### src/rtl/sysarray_operand_feeder.sv
// Operand feeder for the 4x4 systolic array.
// Loads one 4x4 A matrix and one 4x4 B matrix, one element pair per beat.
// Then clears the array accumulators and emits diagonally skewed A-row and
// B-column streams. After the pipeline drains it pulses done.
module sysarray_operand_feeder #(
    parameter int WIDTH        = 8,
    parameter int DRAIN_CYCLES = 5
) (
    input  logic               clk,
    input  logic               _reset,
    input  logic               in_valid,
    output logic               in_ready,
    input  logic [WIDTH-1:0]   a_in,
    input  logic [WIDTH-1:0]   b_in,
    output logic               _flush_acc,
    output logic [4*WIDTH-1:0] a_row,
    output logic [4*WIDTH-1:0] b_col,
    output logic               busy,
    output logic               done
);

    localparam int DW = (DRAIN_CYCLES > 1) ? $clog2(DRAIN_CYCLES) : 1;

    typedef enum logic [2:0] {
        S_LOAD,
        S_FLUSH,
        S_STREAM,
        S_DRAIN,
        S_DONE
    } state_t;

    state_t             state;
    logic [3:0]         beat_cnt;
    logic [2:0]         t_cnt;
    logic [DW-1:0]      drain_cnt;
    logic [WIDTH-1:0]   a_buf [16];
    logic [WIDTH-1:0]   b_buf [16];
    logic               accept;
    logic [2:0]         t_next;
    logic [4*WIDTH-1:0] a_skew;
    logic [4*WIDTH-1:0] b_skew;

    // in_ready is high only in LOAD, so accepted beats can only land there
    assign accept = in_valid & in_ready;

    // Operand buffer; contents are don't-care out of reset, so no reset here
    always_ff @(posedge clk) begin
        if (accept) begin
            a_buf[beat_cnt] <= a_in;
            b_buf[beat_cnt] <= b_in;
        end
    end

    // Skewed beat for the next stream step: lane i carries A[i][t-i], lane j carries B[t-j][j]
    always_comb begin
        t_next = (state == S_FLUSH) ? 3'd0 : t_cnt + 3'd1;
        a_skew = '0;
        b_skew = '0;
        for (int unsigned i = 0; i < 4; i++) begin
            for (int unsigned d = 0; d < 4; d++) begin
                if (3'(i + d) == t_next) begin
                    a_skew[WIDTH*i +: WIDTH] = a_buf[4'(4*i + d)];
                    b_skew[WIDTH*i +: WIDTH] = b_buf[4'(4*d + i)];
                end
            end
        end
    end

    // Frame sequencer with registered outputs
    always_ff @(posedge clk or negedge _reset) begin
        if (!_reset) begin
            state      <= S_LOAD;
            beat_cnt   <= '0;
            t_cnt      <= '0;
            drain_cnt  <= '0;
            in_ready   <= 1'b1;
            _flush_acc <= 1'b1;
            a_row      <= '0;
            b_col      <= '0;
            busy       <= 1'b0;
            done       <= 1'b0;
        end else begin
            case (state)
                S_LOAD: begin
                    if (accept) begin
                        busy     <= 1'b1;
                        beat_cnt <= beat_cnt + 4'd1;
                        if (beat_cnt == 4'd15) begin
                            state      <= S_FLUSH;
                            in_ready   <= 1'b0;
                            _flush_acc <= 1'b0;
                        end
                    end
                end
                S_FLUSH: begin
                    _flush_acc <= 1'b1;
                    t_cnt      <= '0;
                    a_row      <= a_skew;
                    b_col      <= b_skew;
                    state      <= S_STREAM;
                end
                S_STREAM: begin
                    if (t_cnt == 3'd6) begin
                        state     <= S_DRAIN;
                        drain_cnt <= '0;
                        a_row     <= '0;
                        b_col     <= '0;
                    end else begin
                        t_cnt <= t_cnt + 3'd1;
                        a_row <= a_skew;
                        b_col <= b_skew;
                    end
                end
                S_DRAIN: begin
                    if (drain_cnt == DW'(DRAIN_CYCLES - 1)) begin
                        state <= S_DONE;
                        done  <= 1'b1;
                        busy  <= 1'b0;
                    end else begin
                        drain_cnt <= drain_cnt + DW'(1);
                    end
                end
                S_DONE: begin
                    state    <= S_LOAD;
                    done     <= 1'b0;
                    in_ready <= 1'b1;
                    beat_cnt <= '0;
                end
                default: state <= S_LOAD;
            endcase
        end
    end

endmodule

### config.mk
export PLATFORM = sky130hd
export DESIGN_NAME = sysarray_operand_feeder
export DESIGN_NICKNAME = d
export VERILOG_FILES = /design/src/rtl/sysarray_operand_feeder.sv
export SDC_FILE = /design/constraint.sdc
export NUM_CORES = 1
export LEC_CHECK = 0
export CAP_MARGIN = 20
export CORE_ASPECT_RATIO = 0.6
export CORE_MARGIN = 8
export CORE_UTILIZATION = 55
export CTS_CLUSTER_DIAMETER = 30
export DETAILED_ROUTE_END_ITERATION = 6
export MAX_ROUTING_LAYER = met4
export PLACE_DENSITY = 0.75
export SLEW_MARGIN = 20
export SYNTH_ARGS = -nofsm -noshare
export SYNTH_HDL_FRONTEND = slang
export SYNTH_SLANG_ARGS = --single-unit
### constraint.sdc
create_clock -name clk -period 3.3 [get_ports clk]
set_input_delay 0.66 -clock clk [delete_from_list [all_inputs] [get_ports clk]]
set_output_delay 0.66 -clock clk [all_outputs]
set_load 0.05 [all_outputs]
* After elaboration in Yosys (flattened, before gate mapping) *
Memories as Yosys holds them, arrays and structs flattened.
Cells that the tools add are included.
Widths: inputs -> output; s select.

cells by class
  reductions and logical operators = 16
  shift operators = 0
  $lt $le $gt $ge = 0
  multiply operators = 0
  equality and inequality tests = 19
  add/subtract/negate cells = 3
  bitwise gates (word level) = 1
  muxes and demuxes = 60
  divide/modulo/power cells = 0

operator list
  operator             count
  $mux 8               32
  $pmux 32 s2          2
  $mux 32              2
  $mux 3               8
  $ne 2x2->1 const B   6
  $pmux 3 s2           2
  $pmux 3 s4           1
  $reduce_and 3->1     4
  $reduce_bool 2->1    6
  $eq 3x3->1 const A   3
  $eq 3x3->1 const B   3
  $pmux 1 s2           4
  $pmux 4 s2           1
  $mux 1               7
  $add 3x1->3 const B  2
  $eq 2x3->1 const A   2
  $eq 3x2->1 const B   2
  $logic_not 3->1      2
  $reduce_and 2->1     3
  $add 4x1->4 const B  1
  $eq 4x4->1 const B   1
  $mux 4               1
  $reduce_and 4->1     1
  $eq 1x3->1 const A   1
  other kinds (2)      2

word-level totals
  bits in latches = 0
  ROM bits = 0
  word-level logic and storage cells = 111
  memories kept = 2
  register bits = 81
  memory bits (writable) = 256

memory list
  name   depth  bits a word  rd ports  clocked after memory_dff  wr ports  RTL line  text
  a_buf  16     8            16        0                         1         36        logic [WIDTH-1:0] a_buf [16];
  b_buf  16     8            16        0                         1         37        logic [WIDTH-1:0] b_buf [16];

* Longest topological paths before layout *
  word-level depth = 9
  mapped depth = 11

* Least setup slack after synthesis *
Ideal clock, no wire load.

  path type = register to register
  from = register t_cnt[0]
  to = register a_row[8]
  period minus slack after synthesis = 2.504 ns
  cell stages (with the launch flop) = 11
  required time = 3.174 ns
  setup slack = 0.796 ns
  library setup time = 0.126 ns
  data arrival time = 2.378 ns
  cells stage by stage = dfrtp_1 -> clkbuf_1 -> inv_1 -> clkbuf_1 -> ha_1 -> buf_2 -> clkbuf_1 -> or2_2 -> o221ai_1 -> a21oi_1 -> a221o_1

between the ends
  word-level cells in the longest chain between the ends = 9
  elaborated cells on any way between the ends = 13

RTL lines
  item                    RTL line  text
  from (decl)             34        logic [2:0] t_cnt;
  from (signal assigned)  109       t_cnt <= t_cnt + 3'd1;
  $add 3x1->3             56        t_next = (state == S_FLUSH) ? 3'd0 : t_cnt + 3'd1;
  $mux 3                  56
  $eq 1x3->1              61        if (3'(i + d) == t_next) begin
  $mux 8 (4 in a row)     61
  $mux 32                 103       if (t_cnt == 3'd6) begin
  $pmux 32 s2 (*)         83        case (state)
  to (signal assigned)    98        a_row <= a_skew;
  to (signal assigned)    110       a_row <= a_skew;
  to (decl)               16        output logic [4*WIDTH-1:0] a_row,

Mark *: on every way between the ends. The rest lies on a longest branch, timed or not.
A chain may end at the register's enable or synchronous reset.

* Worst setup path in the final report *
  from = register t_cnt[0]
  to = register b_col[14]

between the ends
  word-level cells in the longest chain between the ends = 9
  elaborated cells on any way between the ends = 13

RTL lines
  item                  RTL line  text
  $add 3x1->3           56
  $mux 3                56
  $eq 1x3->1            61
  $mux 8 (4 in a row)   61
  $mux 32               103
  $pmux 32 s2 (*)       83
  to (signal assigned)  99        b_col <= b_skew;
  to (signal assigned)  111       b_col <= b_skew;
  to (decl)             17        output logic [4*WIDTH-1:0] b_col,

Marked as above.

==> results_dict.tcl <==
set metrics [dict create \
    status "complete, no violations" \
    numCtsBuffers 41 \
    setup_tns_ns 0 \
    firstDrtPassIters 7 \
    layout-drive-gt1-share_pct 12.8 \
    min-delay-path-class "input pin to async pin" \
    num-fill-cells 1738 \
    synthTopCellsByArea "edfxtp_1, dfrtp_1, mux2i_1, nand2_1, nand3_1" \
    pin_count 87 \
    yosys_warnings 0 \
    ir_drop_v 0.000576 \
    post-route-period-util_pct 82.2 \
    synth_flop_cell "edfxtp_1" \
    worst_ep_required_time_ns 3.76 \
    final_common_cell "edfxtp_1" \
    r2r_slack_ns 0.59 \
    place.gp.congestion 0.838 \
    dpl.cell_count 1376 \
    cp-end-kind "flip-flop" \
    p_clk_share_pct 24.7 \
    grt_pass1_vias 8952 \
    die_w_um 221 \
    synth_top_cell_area_share_pct 55.4 \
    syn_inst 997 \
    final_antenna_net_count 0 \
    arrival_ns 3.17 \
    grt_overflow_total 0 \
    setup.worst_path.start "t_cnt[0]" \
    cts_max_level 2 \
    critPathKind "flip-flop to flip-flop" \
    clock-sinks 337 \
    internal-power_w 0.0106 \
    final_cells 1448 \
    pwr-share-comb_pct 44.9 \
    p_leak_nw 5.95 \
    worst_slew_pin_slew_ns 1.04 \
    worst_hold_slack_ns 0.178 \
    start_util_pct 55.4 \
    rsz0062_at_grt "false" \
    post-cts-setup-buffer-count 0 \
    powerDensity_nw_per_um2 1080 \
    rows 45 \
    dpl_cell_area_um2 15200 \
    ys_async_sr_fraction_pct 24.0 \
    clk_pin_slew_ns 0.06 \
    r2r_start "t_cnt[0]" \
    final_cell_mix "edfxtp_1, clkdlybuf4s50_1, nand2_1" \
    setup_viol 0 \
    core_area_um2 25100 \
    synth-seq-cells 337 \
    hpwl_um 21800 \
    cp-start-kind "flip-flop" \
    via_count 9266 \
    crit_fanout 20 \
    r2r-end "b_col[14]" \
    fin_util_pct 66.1 \
    synth_area_um2 13900 \
    worstSetupEndpoint "b_col[14]" \
    relSlewSlack_pct 29.8 \
    yosysTopAreaCell "edfxtp_1" \
    insertion_delay_ns 0.53 \
    drt_iter0_drc 955 \
    cts_root_buf "clkbuf_16" \
    synth_seq_area_share_pct 70.0 \
    clockBufferDepth 3 \
    clock_skew_ns 0.0100 \
    grt_usage_pct 23.7 \
    hold_buffers 0 \
    io_buffers 86 \
    avgViaCountPerCell 6.40 \
    synth_edf_count 256 \
    p_sw_share_pct 40.9 \
    syn_nets 1024 \
    final.min_clock_period_ns 2.71 \
    die_y_um 139 \
    grt_pass1_wl_um 55100 \
    post_cts_resize_count 0 \
    hold_violations 0 \
    wire_per_inst_um 24.8 \
    r2r_cells 5 \
    drt_wl_total_um 35900 \
    drc 0 \
    synth.avg_cell_area_um2 13.9 \
    slew_viol_final 0 \
    final_area_um2 16600 \
    syn_to_final_growth_pct 19.3 \
    synthDistinctLibCells 54 \
    p_sw_w 0.00731 \
    grt_max_degree 67 \
    die-area_um2 30800 \
    cts_tree "built" \
    seqPwrFrac_pct 30.4 \
    maxCapViolCount 0 \
    antenna_found_initial 0 \
    antenna_cells 0 \
    max_clock_freq_mhz 369 \
    nets 1117 \
]
synth_stat cells (all sizes together) (3+ instances only):
master and number:
nand2 79, nor2b 22, nand3 55, a21oi 46, nor3b 3, nor2 8, a311oi 12, a22o 3
a22oi 3, a32o 16, ha 8, o2111ai 15, nand2b 20, a2bb2oi 4, buf 25, nand4 15
and2 13, o221ai 16, clkbuf 55, edfxtp 256, or2 17, dfrtp 79, and3 4, nor4bb 15
o21ai 70, a41oi 16, a221o 16, o211a 16, inv 21, mux2i 42, nor3 5
per-stage QoR:
stage	total power (W)	setup WS (ns)
floorplan	0.0109	0.796
finish	0.0179	0.589
global route	0.0187	0.371
global placement	0.0132	0.651
CTS	0.0179	0.608
detailed placement	0.0135	0.450
registers in the layout, summed over array words and instances (netlist names):
signal	flops
busy	1
b_buf	128
a_row	32
t_cnt	3
done	1
state	3
beat_cnt	4
b_col	32
in_ready	1
a_buf	128
_flush_acc	1
drain_cnt	3
critical path: stages, from the launching register on:
cell and delay, ns:
dfrtp_2 0.51, ha_1 0.44, xnor2_4 0.31, buf_4 0.30, nor4_4 0.79, a221o_1 0.29
area by class of cell:
class                      instances  area [um^2]  share of cell area (%)
sequential                       337         9720                    58.7
multi-input combinational        559         3800                    22.9
timing repair buffer             130         1230                    7.40
clock buffer                      50         1090                    6.58
tap                              329          412                    2.48
clock inverter                    22          243                    1.47
inverter                          21         78.8                   0.476
power groups by stage:
stage	logic (W)	clock network (W)	registers, W
after detailed placement	0.00797	0	0.00549
after floorplan	0.00450	0	0.00642
after global placement	0.00775	0	0.00549
after CTS	0.00803	0.00445	0.00542
after global routing	0.00861	0.00462	0.00547
final	0.00802	0.00441	0.00542
cells by family after synthesis:
group,count (synthesis),share of synthesized area [%]
AOI/OAI and AO/OA,245,12.6
and+or+nand+nor,260,10.3
muxes,44,3.19
DFF,337,70.0
xor gates and xnor gates,2,0.234
adders and majority gates,8,0.721
buffers and inverters,101,2.95
how the worst min path moves through the flow:
stage / from / end / depth (start not counted)
final: _reset / b_col[0] / 1
after global routing: _reset / b_col[0] / 1
after detailed placement: a_buf[7][2] / a_row[10] / 1
after floorplan: _reset / a_row[0] / 0
after global placement: b_buf[13][3] / b_col[11] / 1
after CTS: _reset / b_col[0] / 1
routing by layer:
| metal | vias to the layer above | wire length (um) | GRT usage (%) |
|---|---|---|---|
| met1 | 4630 | 16200 | 34.7 |
| li1 | 4042 | - | - |
| met3 | 64 | 3280 | 4.46 |
| met5 | - | 0 | - |
| met2 | 530 | 15700 | 33.9 |
| met4 | 0 | 715 | 6.02 |
No activity file was read; power rests on OpenSTA's default activity.
